==> config.mk <==
export PLATFORM = sky130hd
export DESIGN_NAME = pulse_seq_ctrl
export DESIGN_NICKNAME = d
export VERILOG_FILES = /design/src/rtl/pulse_seq_ctrl.sv
export SDC_FILE = /design/constraint.sdc
export NUM_CORES = 1
export LEC_CHECK = 0
export CAP_MARGIN = 20
export CORE_MARGIN = 5
export CORE_UTILIZATION = 50
export DETAILED_ROUTE_END_ITERATION = 8
export GPL_TIMING_DRIVEN = 0
export PLACE_DENSITY = 0.71
export SLEW_MARGIN = 20
export SYNTH_ARGS = -nofsm -noshare
export SYNTH_HDL_FRONTEND = slang
export SYNTH_SLANG_ARGS = --single-unit
==> constraint.sdc <==
create_clock -name clk_sys -period 3.75 [get_ports clk_sys]
set_input_delay 0.5625 -clock clk_sys [delete_from_list [all_inputs] [get_ports clk_sys]]
set_output_delay 0.5625 -clock clk_sys [all_outputs]
set_load 0.005 [all_outputs]
==> src/rtl/pulse_seq_ctrl.sv <==
// CPMG pulse-train sequencer: 90° pulse, tau wait, then echo_num repetitions of
// a 180° pulse followed by a 2*tau acquisition window, driving a bridge-pulse stage.
module pulse_seq_ctrl #(
    parameter int TIMEOUT = 1024
) (
    input  logic        clk_sys,
    input  logic        rst,
    input  logic        cfg_we,
    input  logic [1:0]  cfg_addr,
    input  logic [15:0] cfg_data,
    input  logic        seq_start,
    input  logic        seq_abort,
    input  logic        bri_cycle,
    output logic        pluse_load,
    output logic        state_start,
    output logic        phase,
    output logic [7:0]  bri_para,
    output logic [15:0] qq_para,
    output logic        echo_win,
    output logic [15:0] echo_cnt,
    output logic        busy,
    output logic        done,
    output logic        err
);

    localparam int TW = $clog2(TIMEOUT + 1);

    typedef enum logic [2:0] {IDLE, LOAD, FIRE, PULSE, TAU, ACQ, DONE} state_t;

    state_t      state_q, state_d;
    logic [15:0] tau_q, echo_num_q, qq_q;
    logic [7:0]  p90_q, p180_q;
    logic        phase_q, phase_d;
    logic [7:0]  bri_para_q, bri_para_d;
    logic [15:0] qq_para_q, qq_para_d;
    logic [15:0] echo_cnt_q, echo_cnt_d;
    logic        err_q, err_d;
    logic [16:0] tmr_q, tmr_d;
    logic [7:0]  bcnt_q, bcnt_d;
    logic [TW-1:0] to_q, to_d;
    logic [8:0]  bri_tgt;
    logic [15:0] echo_nxt;

    assign busy        = (state_q != IDLE) && (state_q != DONE);
    assign done        = (state_q == DONE);
    assign pluse_load  = (state_q == LOAD);
    assign state_start = (state_q == FIRE);
    assign echo_win    = (state_q == ACQ);
    assign phase       = phase_q;
    assign bri_para    = bri_para_q;
    assign qq_para     = qq_para_q;
    assign echo_cnt    = echo_cnt_q;
    assign err         = err_q;

    // A zero-length pulse still waits for one bridge cycle.
    assign bri_tgt  = (bri_para_q == 8'd0) ? 9'd1 : {1'b0, bri_para_q};
    assign echo_nxt = echo_cnt_q + 16'd1;

    always_ff @(posedge clk_sys) begin
        if (rst) begin
            tau_q      <= 16'd100;
            echo_num_q <= 16'd0;
            p90_q      <= 8'd4;
            p180_q     <= 8'd8;
            qq_q       <= 16'd0;
        end else if (cfg_we && !busy) begin
            case (cfg_addr)
                2'd0: tau_q      <= cfg_data;
                2'd1: echo_num_q <= cfg_data;
                2'd2: {p180_q, p90_q} <= cfg_data;
                default: qq_q    <= cfg_data;
            endcase
        end
    end

    always_comb begin
        state_d    = state_q;
        phase_d    = phase_q;
        bri_para_d = bri_para_q;
        qq_para_d  = qq_para_q;
        echo_cnt_d = echo_cnt_q;
        err_d      = err_q;
        tmr_d      = tmr_q;
        bcnt_d     = bcnt_q;
        to_d       = to_q;
        case (state_q)
            IDLE: if (seq_start && echo_num_q != 16'd0 && tau_q >= 16'd2) begin
                state_d    = LOAD;
                echo_cnt_d = 16'd0;
                err_d      = 1'b0;
                phase_d    = 1'b0;
                bri_para_d = p90_q;
                qq_para_d  = qq_q;
            end
            LOAD: state_d = FIRE;
            FIRE: begin
                state_d = PULSE;
                bcnt_d  = 8'd0;
                to_d    = TW'(1);
            end
            PULSE: begin
                if (bri_cycle) begin
                    to_d = TW'(1);
                    if ({1'b0, bcnt_q} + 9'd1 >= bri_tgt) begin
                        state_d = phase_q ? ACQ : TAU;
                        tmr_d   = 17'd1;
                    end else begin
                        bcnt_d = bcnt_q + 8'd1;
                    end
                end else if (to_q >= TW'(TIMEOUT - 1)) begin
                    state_d = IDLE;
                    err_d   = 1'b1;
                end else begin
                    to_d = to_q + TW'(1);
                end
            end
            TAU: begin
                if (tmr_q >= {1'b0, tau_q}) begin
                    state_d    = LOAD;
                    phase_d    = 1'b1;
                    bri_para_d = p180_q;
                    qq_para_d  = qq_q;
                end else begin
                    tmr_d = tmr_q + 17'd1;
                end
            end
            ACQ: begin
                if (tmr_q >= {tau_q, 1'b0}) begin
                    echo_cnt_d = echo_nxt;
                    if (echo_nxt == echo_num_q) begin
                        state_d = DONE;
                    end else begin
                        state_d    = LOAD;
                        phase_d    = 1'b1;
                        bri_para_d = p180_q;
                        qq_para_d  = qq_q;
                    end
                end else begin
                    tmr_d = tmr_q + 17'd1;
                end
            end
            DONE:    state_d = IDLE;
            default: state_d = IDLE;
        endcase
        // Abort wins over start, completion, timeout and register loads.
        if (seq_abort) begin
            state_d    = IDLE;
            phase_d    = phase_q;
            bri_para_d = bri_para_q;
            qq_para_d  = qq_para_q;
            echo_cnt_d = echo_cnt_q;
            err_d      = err_q;
        end
    end

    always_ff @(posedge clk_sys) begin
        if (rst) begin
            state_q    <= IDLE;
            phase_q    <= 1'b0;
            bri_para_q <= 8'd0;
            qq_para_q  <= 16'd0;
            echo_cnt_q <= 16'd0;
            err_q      <= 1'b0;
            tmr_q      <= 17'd0;
            bcnt_q     <= 8'd0;
            to_q       <= '0;
        end else begin
            state_q    <= state_d;
            phase_q    <= phase_d;
            bri_para_q <= bri_para_d;
            qq_para_q  <= qq_para_d;
            echo_cnt_q <= echo_cnt_d;
            err_q      <= err_d;
            tmr_q      <= tmr_d;
            bcnt_q     <= bcnt_d;
            to_q       <= to_d;
        end
    end

endmodule

* Word level (Yosys, flattened, before mapping)
Index checks and enable logic that the tools add are counted.
** Storage, ports and cells
- Register bits :: 145
- Bits of input ports :: 24
- Output and inout port bits :: 47
- Logic and storage cells :: 120
** Cells by class
- Add/sub/neg operators :: 5
- $lt $le $gt $ge :: 5
- Equal/unequal tests :: 24
- Mux-type cells :: 42
- Bitwise gates (word level) :: 2
- Reduce and logical (&&, ||, !) cells :: 28
** Operator list (count)
- $mux 16 :: 6
- $mux 17 :: 4
- $mux 8 :: 7
- $pmux 17 s3 :: 1
- $pmux 16 s3 :: 1
- $pmux 16 s2 :: 1
- $pmux 8 s3 :: 1
- $mux 11 :: 2
- $pmux 11 s2 :: 1
- $mux 3 :: 7
- $ne 2x2->1 const B :: 10
- $pmux 3 s6 :: 1
- $add 17x1->17 const B :: 1
- $ge 17x16->1 :: 1
- $ge 17x17->1 :: 1
- $add 16x1->16 const B :: 1
- $eq 16x16->1 :: 1
- $ge 16x2->1 const B :: 1
- $pmux 8 s2 :: 1
- $reduce_bool 16->1 :: 1
- $reduce_and 5->1 :: 3
- $ne 3x3->1 const B :: 4
- $add 11x1->11 const B :: 1
- $ge 11x10->1 const B :: 1
- 26 further kinds :: 47

* Logic depth before layout (Yosys ltp)
Gate-level depths: netlist (run 1).
- Depth in word-level cells :: 6
- Gate-level depth with buffers :: 13
- Gate-level depth less buffers :: 12

* Worst setup path before layout (run 1)
No wires, ideal clock.
- Path kind :: reg2reg
- From :: register bcnt_q[0]
- To :: register bcnt_q[6]
- Setup time :: 0.134 ns
- Arrival :: 2.886 ns
- Data required time :: 3.616 ns
- Setup slack :: 0.731 ns
- Cell stages (with the launch flop) :: 14
- Path buffers :: 1
- Period minus slack after synthesis :: 3.019 ns
- Cells stage by stage :: dfxtp_1 > ha_1 > and3_1 > and3_1 > xor2_1 > ha_1 > and3_1 > a221o_1 > a31oi_1 > o211a_1 > buf_1 > nand2_1 > a21oi_1 > a211oi_1
** Between the ends
- Cells in the longest elaborated chain, start to end :: 4
- Elaborated cells between the ends (all ways) :: 8
- Classes of those cells :: add/sub: 2; order compare: 1; eq/ne: 1; mux: 3; reduce/logical: 1
** Ends and longest elaborated chain
- start, declared :: line 39 : logic [7:0] bcnt_q, bcnt_d;
- start signal, assigned :: line 175 : bcnt_q <= bcnt_d;
- $add 8x1->9 or $add 8x1->8 (tied branches) :: line 104, 108
- $ge 9x8->1 or $mux 8 (tied branches) :: line 104 : if ({1'b0, bcnt_q} + 9'd1 >= bri_tgt) begin
- $ne 2x2->1 (no line) or $mux 8 (tied branches)
- $reduce_and 3->1 (no line) or $pmux 8 s2 (tied branches)
Parallel ways exist; a longest one is shown, timed or not. The select of a mux whose other input is x is not followed.
A chain may end at the register's enable or synchronous reset.

* Final worst setup path (run 1)
- From :: register tmr_q[14]
- To :: register bri_para_q[5], in the netlist bri_para[5]
** Between the ends
- Cells in the longest elaborated chain, start to end :: 3
- Elaborated cells between the ends (all ways) :: 5
- Classes of those cells :: order compare: 2; eq/ne: 2; reduce/logical: 1
** Ends and longest elaborated chain
- start, declared :: line 38 : logic [16:0] tmr_q, tmr_d;
- start signal, assigned :: line 174 : tmr_q <= tmr_d;
- $ge 17x16->1 or $ge 17x17->1 (tied branches) :: line 118, 128
- $ne 2x2->1 (no line) or $ne 2x1->1 (tied branches)
- $reduce_and 6->1 (no line) *
- end signal, assigned :: line 170 : bri_para_q <= bri_para_d;
- end, declared :: line 34 : logic [7:0] bri_para_q, bri_para_d;
Mark *: on every way between the ends. The rest lies on a longest branch, timed or not.

==> impl_results.md, run 1 <==
- Outcome: finished, final reports clean
- Post-CTS Setup Inserts: 0
- Register share of total power: 44.1%
- Number of synthesized register bits: 145
- Synth Area in Compound Gates: 23.7%
- Min-Delay Startpoint: p180_q[4]
- CTS tree: done
- Root Buffer: clkbuf_16
- Worst EP required: 4.04 ns
- Slew margin rel.: 40.8%
- Pint: 2.67 mW
- PwrDens: 388 nW/µm²
- Pin count of the biggest net entering global routing: 17
- Final ANT Viol Nets: 0
- Core Region: 15300 µm²
- Global-route wire length before repair: 37600 µm
- Yosys cell types: 73
- Tot Pwr: 3.66 mW
- Period utilisation layout: 96.0%
- Post-synthesis adder-cell area fraction: 6.99%
- Sw power: 0.988 mW
- Arr. time, crit path: 3.89 ns
- Share of cells above drive strength 1: 6.26%
- Synth cell count leaders: 145 x dfxtp_1, 145 x nand2_1, 113 x a21oi_1, 52 x nand3_1
- RSZ-0062 raised after global routing: no
- Num CTS Buffers: 17
- Die Ht: 136 µm
- Final slew viol count: 0
- Hold_ws: 0.458 ns
- Sw frac: 27.0%
- H-Tree Depth: 4
- Fin Setup TNS: 0 ns
- Starting Density: 51.4%
- Clk pwr share: 45.9%
- Mux cell area share after synthesis: 2.03%
- Top cells by area, synth: dfxtp_1 37%, a21oi_1 7.2%, ha_1 7.0%, nand2_1 6.9%, nand3_1 3.3%
- Clock-pin slew on the worst setup and hold paths: 0.06 ns
- Mapped Cells: 971
- Simple-Gate Fraction of Synth Area: 22.5%
- Gp weighted congestion: 0.879
- Mapped Nets: 1039
- Most used DFF post-synth: dfxtp_1
- Routed length per instance: 18.4 µm
- GRT Util Overall: 25.7%
- Total Wirelength: 23600 µm
- CTS Hold Bufs: 0
- Cts repair resizes: 1
- Clock Tree Buf Depth: 2
- Mean Syn Cell Area: 8.11 µm²
- Synth Area in XOR/XNOR: 2.89%
- Largest family of logic cells by synthesized area: compound AO/OA/AOI/OAI gates
- First DRT Iteration DRCs: 518
- Final WS setup: 0.149 ns
- Final core utilization: 61.5%
- # rows: 45
- RR Startpoint: tmr_q[14]
- Peak VDD IR: 0.000318 V
- Worst-path fanout max: 10
- HPWL after detailed placement: 17700 µm
- Via density per instance: 6.09
- Logic pwr share: 10.0%
- Via count: 7802
- Final Hold Fails: 0
- Port Buffers: 68
- CP Launch Point: tmr_q[14]
- Slowest CP cell: a2111oi_0
- Slew @ Worst Pin: 0.881 ns
- Worst path max stage delay: 0.70 ns
- CTS sink count: 145
- Post-synth top area share: 36.9%
- Yosys Warn Count: 0
- Congestion Overflow GR: 0
- Path type of the worst min-delay path: flip-flop to flip-flop
- Fillers: 1415
- FMAX: 278 MHz
- Crit end category: flip-flop
- Seq/Total Area, Yosys: 36.9%
- Total of max-cap violations: 0
- Cell Area, Synth: 7880 µm²
- Crit Path Category: flip-flop to flip-flop
- Clock skew: 0.0108 ns
- CP Cell Sequence: ha_1, a21o_1, a2111oi_0, o41ai_2, a2111oi_2, o22ai_1, clkbuf_1, a31oi_1, a311oi_1
- Finish-stage setup viols: 0
- FF+latch area: 2900 µm²
- P_leak: 3.42 nW
- First-pass DRT Iterations: 5
- Layout area overhead: 19.7%
- Die X: 136 µm
- Async set-reset flop share out of synthesis: 0%
- Nets: 1126
- Multi-input gate area: 4600 µm²
- Worst-Skew Late Latency: 0.43 ns
- Residual DRC: 0
- IO Count: 71
- Die Area: 18400 µm²
- Largest area contributor in the netlist: dfxtp_1
- Pre-CTS setup slack: -0.188 ns
- Startpoint Class: flip-flop
- Antenna diode count: 0
- Initial antenna violation count: 0
- Minimum clock period: 3.60 ns
- Post-synth EDFFs: 0
- Vias in the first global route: 7291
[worst max-delay path: cells and delay by family (launching register included)]
family	cells	cell delay (ns)
compound gates	7	2.31
flops	1	0.50
buf+inv	1	0.32
fa+ha+maj	1	0.31
[power groups by stage]
| stage | Clock [mW] | Combinational, mW | Sequential, mW |
|---|---|---|---|
| 2_1_floorplan | 0 | 0.216 | 1.63 |
| 3_3_place_gp | 0 | 0.351 | 1.64 |
| 3_5_place_dp | 0 | 0.356 | 1.64 |
| 4_1_cts | 1.70 | 0.358 | 1.61 |
| 5_1_grt | 1.76 | 0.399 | 1.61 |
| 6_report | 1.68 | 0.366 | 1.61 |
[sequential cells by signal (all words and copies together), names as in the netlist]
signal and cells:
phase 1, tau_q 16, echo_cnt 16, echo_num_q 16, qq_para 16, p90_q 8, p180_q 8, state_q 3
err 1, to_q 11, bri_para 8, qq_q 16, bcnt_q 8, tmr_q 17
[per-layer routing]
| layer | part of all wire (%) | vias up | global-route usage, % |
|---|---|---|---|
| li1 | - | 3781 | - |
| met1 | 44 | 3676 | 33.2 |
| met2 | 46 | 304 | 42.5 |
| met3 | 7.1 | 41 | 5.42 |
| met4 | 2.5 | 0 | 9.29 |
| met5 | 0 | - | 0 |
[cells in the final DEF, fill, tap and decap left out, drive strengths merged, types with 15 or more instances in the layout]
cell / netlist / routed
ha: 44 / 44
clkbuf: 47 / 66
nor3: 17 / 17
nor2: 46 / 46
a21oi: 113 / 113
xor2: 15 / 15
nand2: 145 / 145
a311oi: 25 / 25
clkdlybuf4s50: 0 / 68
o31ai: 16 / 16
o21ai: 28 / 28
dfxtp: 145 / 145
mux2i: 16 / 16
nand4: 27 / 27
nand3: 52 / 52
a31oi: 15 / 15
inv: 32 / 39
[layout make-up]
class / instances / share of cell area (%)
multi-input cells: 731 / 48.8
flip-flops and latches: 145 / 30.8
repair buffers: 68 / 7.22
clock buffers: 18 / 4.66
plain buffers: 62 / 2.89
well taps: 211 / 2.80
clock inverters: 14 / 1.54
inverters: 33 / 1.31
[final timing paths]
kind                  to  slack (ns)  cells after the start
max          bri_para[5]        0.15                      9
max reg2reg  bri_para[5]        0.15                      9
min            p180_q[4]        0.46                      2
min reg2reg    p180_q[4]        0.46                      2
[logic make-up after synthesis]
group	count (synthesis)
buf+inv	95
mux	16
xor+xnor	26
fa+ha+maj	44
simple gates	361
flops	145
compound gates	284
[per-stage QoR]
step           area, µm²  cells
6_report            9430   1282
5_1_grt             9430   1282
4_1_cts             9410   1282
3_5_place_dp        8820   1250
3_3_place_gp        8820   1250
2_1_floorplan       7880    971
No activity file was read; power rests on OpenSTA's default activity.
==> run 2: changes to the inputs <==
CORE_MARGIN = 2   (was 5)
==> run 2 against run 1 <==
  * Critical path depth unchanged
  * Cell area about the same
  * Utilization about the same
  * Combinational power about the same
  * Critical endpoint is now bri_para[6]
  * Largest cell class unchanged
  * Highest routed layer unchanged
==> impl_results.md, run 2 (synthesized netlist as in run 1, its figures left out) <==
- Outcome: finished, final reports clean
- Worst EP required: 4.05 ns (about the same)
- PwrDens: 389 nW/µm² (+0.39%)
- Total of max-cap violations: 0 (unchanged)
- Placed Cells: 1250 (unchanged)
- Port Buffers: 68 (unchanged)
- Layout area overhead: 19.7% (about the same)
- CTS tree: done
- Final slew viol count: 0 (unchanged)
- Die Ht: 130 µm (-4.4%)
- Antenna diode count: 0 (unchanged)
- Vias in the first global route: 7128 (-2.2%)
- Final core utilization: 61.5% (about the same)
- Core Region: 15300 µm² (unchanged)
- Worst path max stage delay: 0.72 ns (+0.02 ns)
- # rows: 45 (unchanged)
- Root Buffer: clkbuf_16
- FMAX: 277 MHz (-0.21%)
- Pre-CTS setup slack: -0.191 ns (-0.00326 ns)
- Startpoint Class: flip-flop
- Slew @ Worst Pin: 0.860 ns (-0.0208 ns)
- Pin count of the biggest net entering global routing: 18 (+1)
- Crit Path Category: flip-flop to flip-flop
- Gp weighted congestion: 0.900 (+2.4%)
- Slowest CP cell: a2111oi_0
- Number of flip-flops in the largest register: 17 (unchanged)
- Top reg by flops: tmr_q
- Global-route wire length before repair: 36900 µm (-1.9%)
- CP Cell Sequence: ha_1, a21o_1, a2111oi_0, o41ai_2, a2111oi_2, o22ai_1, clkbuf_1, a31oi_1, a311oi_1
- Post-CTS Setup Inserts: 0 (unchanged)
- First-pass DRT Iterations: 5 (unchanged)
- HPWL after detailed placement: 17200 µm (-2.4%)
- Clock skew: 0.00949 ns (-0.00128 ns)
- Layout Cells excl Fill: 1281 (-0.078%)
- Num CTS Buffers: 17 (unchanged)
- Arr. time, crit path: 3.91 ns (+0.02 ns)
- Final WS setup: 0.141 ns (-0.00758 ns)
- Cts repair resizes: 2 (+1)
- Worst-Skew Late Latency: 0.44 ns (about the same)
- Clock-pin slew on the worst setup and hold paths: 0.07 ns (about the same)
- Die X: 130 µm (-4.4%)
- Most frequent cells in the layout: 145 x dfxtp_1, 144 x nand2_1, 113 x a21oi_1
- Final Hold Fails: 0 (unchanged)
- Worst-path fanout max: 10 (unchanged)
- Nets: 1125 (-0.089%)
- Slew margin rel.: 42.2% (+1.4 points)
- Via density per instance: 6.05 (-0.55%)
- Final ANT Viol Nets: 0 (unchanged)
- P_leak: 3.42 nW (about the same)
- CTS Hold Bufs: 0 (unchanged)
- Residual DRC: 0 (unchanged)
- First DRT Iteration DRCs: 528 (+1.9%)
- Path type of the worst min-delay path: flip-flop to flip-flop
- Peak VDD IR: 0.000341 V (+7.2%)
- Fillers: 1413 (-0.14%)
- Crit end category: flip-flop
- Congestion Overflow GR: 0 (unchanged)
- Starting Density: 51.4% (unchanged)
- H-Tree Depth: 4 (unchanged)
- RSZ-0062 raised after global routing: no
- Finish-stage setup viols: 0 (unchanged)
- Commonest non-fill, non-tap cell in the layout: dfxtp_1
- GRT Util Overall: 28.5% (+2.8 points)
- Initial antenna violation count: 0 (unchanged)
- Share of cells above drive strength 1: 6.07% (-0.18 points)
- Via count: 7753 (-0.63%)
- Die Area: 16800 µm² (-8.7%)
- Minimum clock period: 3.61 ns (+0.00758 ns)
- IO Count: 71 (unchanged)
- Total Wirelength: 23200 µm (-1.9%)
- Routed length per instance: 18.1 µm (-1.8%)
- Clock Tree Buf Depth: 2 (unchanged)
- Tot Pwr: 3.67 mW (+0.37%)
- Period utilisation layout: 96.2% (+0.20 points)
- CTS sink count: 145 (unchanged)
## run 2: path summary, 6_finish.rpt
check             startpoint           to  slack [ns]  depth (start not counted)
setup reg to reg   tmr_q[14]  bri_para[6]        0.14                          9
setup / recovery   tmr_q[14]  bri_para[6]        0.14                          9
hold / removal      p90_q[1]     p90_q[1]        0.46                          2
hold reg to reg     p90_q[1]     p90_q[1]        0.46                          2
## run 2: metal layers
metal  share of wire, %  routed length [µm]  track usage [%]
met4                3.8                 876             13.7
met5                  0                   0                0
met1                 45               10400             38.1
met3                7.0                1630             5.86
met2                 44               10300             44.3
## run 2: worst max-delay path, delay by kind of cell (launching register included)
kind	cells	cell delay [ns]
AO/OA/AOI/OAI	7	2.36
adder cells (fa/ha/maj)	1	0.31
buffers and inverters	1	0.31
flip-flops	1	0.49
## run 2: report_power, final
group	internal, mW	switching, mW	total (mW)
combinational	0.139	0.224	0.363
clock	0.893	0.804	1.70
sequential	1.58	0.0330	1.61
total	2.61	1.06	3.67
## run 2: area by class of cell
| cell class | instances | area [µm²] | share of cell area, % |
|---|---|---|---|
| Multi-Input combinational cell | 731 | 4590 | 48.8 |
| Sequential cell | 145 | 2900 | 30.8 |
| Timing Repair Buffer | 68 | 681 | 7.22 |
| Clock buffer | 17 | 425 | 4.51 |
| Buffer | 61 | 268 | 2.84 |
| Tap cell | 211 | 264 | 2.80 |
| Clock inverter | 15 | 165 | 1.75 |
| Inverter | 33 | 124 | 1.31 |
## run 2: stage by stage
step                TNS, ns  cell area (µm²)  hold slack, ns
global placement     -0.883             8820           0.443
floorplan                 0             7880           0.431
CTS                       0             9420           0.458
finish                    0             9420           0.456
detailed placement    -2.07             8820           0.448
global route              0             9420           0.474
==> run 3: changes to the inputs <==
CTS_BUF_LIST = sky130_fd_sc_hd__clkbuf_8   (was unset)
==> run 3 against run 2 <==
  * Setup slack better by 0.022 ns
  * Count of clock-buffer cells in the layout unchanged
  * Cell count stayed put
  * Worst hold slack gained 0.0029 ns
  * Critical path depth unchanged
  * Sequential share of layout area rose by 0.64 points
  * Largest cell class unchanged
  * Highest routed layer unchanged
==> impl_results.md, run 3 (synthesized netlist as in run 1, its figures left out) <==
- Outcome: finished, final reports clean
- Die Area: 16800 µm² (unchanged)
- First-pass DRT Iterations: 5 (unchanged)
- Logic pwr share: 11.3% (+1.4 points)
- Final WS setup: 0.163 ns (+0.0221 ns)
- Port Buffers: 68 (unchanged)
- Root Buffer: clkbuf_8
- Worst-path fanout max: 10 (unchanged)
- Nets: 1125 (unchanged)
- Tot Pwr: 3.21 mW (-12%)
- Layout Cells excl Fill: 1281 (unchanged)
- Worst path bufs/invs: 1 (unchanged)
- Period utilisation layout: 95.6% (-0.59 points)
- RSZ-0062 raised after global routing: no
- Multi-input gate area: 4590 µm² (unchanged)
- Minimum clock period: 3.59 ns (-0.0221 ns)
- Fillers: 1427 (+0.99%)
- Antenna diode count: 0 (unchanged)
- Startpoint Class: flip-flop
- First DRT Iteration DRCs: 547 (+3.6%)
- Slowest CP cell: a2111oi_0
- Layout area overhead: 17.2%
- IO Count: 71 (unchanged)
- H-Tree Depth: 4 (unchanged)
- Number of flip-flops in the largest register: 17 (unchanged)
- Post-route cell area: 9230 µm² (-2.0%)
- CTS sink count: 145 (unchanged)
- Sw frac: 31.0% (+2.1 points)
- Clock skew: 0.0147 ns (+0.00525 ns)
- Peak VDD IR: 0.000256 V (-25%)
- FMAX: 279 MHz (+0.61%)
- Worst EP required: 4.09 ns (+0.04 ns)
- CP Cell Sequence: ha_1, a21o_1, a2111oi_0, o41ai_2, a2111oi_2, o22ai_1, clkbuf_1, a31oi_1, a311oi_1
- P_leak: 3.33 nW (-2.6%)
- # rows: 45 (unchanged)
- HPWL after detailed placement: 17200 µm (unchanged)
- Worst path max stage delay: 0.72 ns (about the same)
- Slew @ Worst Pin: 0.859 ns (-0.000424 ns)
- FF+latch area: 2900 µm² (unchanged)
- CTS tree: done
- Total Wirelength: 23100 µm (about the same)
- Gp weighted congestion: 0.900 (unchanged)
- Congestion Overflow GR: 0 (unchanged)
- Arr. time, crit path: 3.92 ns (about the same)
- Vias in the first global route: 7111 (-0.24%)
- Pin count of the biggest net entering global routing: 18 (unchanged)
- Finish-stage setup viols: 0 (unchanged)
- Initial antenna violation count: 0 (unchanged)
- Top reg by flops: tmr_q
- Clock Tree Buf Depth: 2 (unchanged)
- Share of cells above drive strength 1: 6.07% (unchanged)
- Path type of the worst min-delay path: flip-flop to flip-flop
- Die Ht: 130 µm (unchanged)
- Critical path's top delay family: compound AO/OA/AOI/OAI gates
- PwrDens: 348 nW/µm² (-11%)
- Most frequent cells in the layout: 145 x dfxtp_1, 144 x nand2_1, 113 x a21oi_1
- CTS Hold Bufs: 0 (unchanged)
- Placed cell area: 8820 µm² (unchanged)
- Crit end category: flip-flop
- Residual DRC: 0 (unchanged)
- Commonest non-fill, non-tap cell in the layout: dfxtp_1
- Final Hold Fails: 0 (unchanged)
- Pre-CTS setup slack: -0.191 ns (unchanged)
- Die X: 130 µm (unchanged)
- Crit Path Category: flip-flop to flip-flop
- Sw power: 0.996 mW (-6.2%)
- Via count: 7761 (+0.10%)
- Clk pwr share: 38.6% (-7.7 points)
- Pint: 2.22 mW (-15%)
- Slew margin rel.: 42.3% (about the same)
- Final ANT Viol Nets: 0 (unchanged)
- Via density per instance: 6.06 (+0.10%)
- Num CTS Buffers: 17 (unchanged)
- Total of max-cap violations: 0 (unchanged)
- Placed Cells: 1250 (unchanged)
- Register share of total power: 50.0% (+6.2 points)
- Hold_ws: 0.459 ns (+0.00289 ns)
- GRT Util Overall: 28.3% (-0.24 points)
- Core Region: 15300 µm² (unchanged)
- Global-route wire length before repair: 36700 µm (-0.49%)
- Worst-Skew Late Latency: 0.48 ns (+0.04 ns)
- Clock-pin slew on the worst setup and hold paths: 0.09 ns (+0.02 ns)
- Starting Density: 51.4% (unchanged)
- Final slew viol count: 0 (unchanged)
- Routed length per instance: 18.1 µm (about the same)
-- run 3: stage by stage --
step | setup TNS (ns) | util [%]
after CTS | 0 | 60.2
after global routing | 0 | 60.3
after global placement | -0.883 | 57.6
final | 0 | 60.3
after floorplan | 0 | -
after detailed placement | -2.07 | 57.6
-- run 3: area by class of cell --
| class | count | share of cell area [%] |
|---|---|---|
| multi-input combinational | 731 | 49.8 |
| sequential | 145 | 31.4 |
| buffer | 61 | 2.90 |
| clock inverter | 15 | 1.79 |
| clock buffer | 17 | 2.53 |
| tap | 211 | 2.86 |
| inverter | 33 | 1.34 |
| timing repair buffer | 68 | 7.37 |
-- run 3: worst paths after layout --
path             start     endpoint  slack [ns]  cells past startpoint
min reg2reg   p90_q[6]     p90_q[6]        0.46                      2
max reg2reg  tmr_q[14]  bri_para[6]        0.16                      9
max          tmr_q[14]  bri_para[6]        0.16                      9
min           p90_q[6]     p90_q[6]        0.46                      2
-- run 3: power groups by stage --
stage	sequential [mW]	clock (mW)	combinational [mW]
after floorplan	1.63	0	0.216
after global placement	1.64	0	0.350
after detailed placement	1.64	0	0.354
after CTS	1.61	1.26	0.357
after global routing	1.61	1.33	0.397
final	1.61	1.24	0.364
-- run 3: timing repair --
| item | in CTS | in global routing |
|---|---|---|
| gates resized for setup | 2 | 2 |
| buffers inserted | 0 | 0 |
| endpoints found under the setup margin | 20 | 17 |
-- run 3: worst min-delay path: stages (launching register included) --
cell	delay [ns]
dfxtp_1	0.32
nand2_1	0.05
a21oi_1	0.05
-- run 3: layer usage --
| metal | part of all wire [%] | track usage [%] | up-vias | routed length, µm |
|---|---|---|---|---|
| met5 | 0 | 0 | - | 0 |
| met1 | 46 | 38.2 | 3643 | 10500 |
| met3 | 6.5 | 4.91 | 58 | 1500 |
| met2 | 44 | 43.6 | 295 | 10100 |
| li1 | - | - | 3765 | - |
| met4 | 4.2 | 14.6 | 0 | 962 |
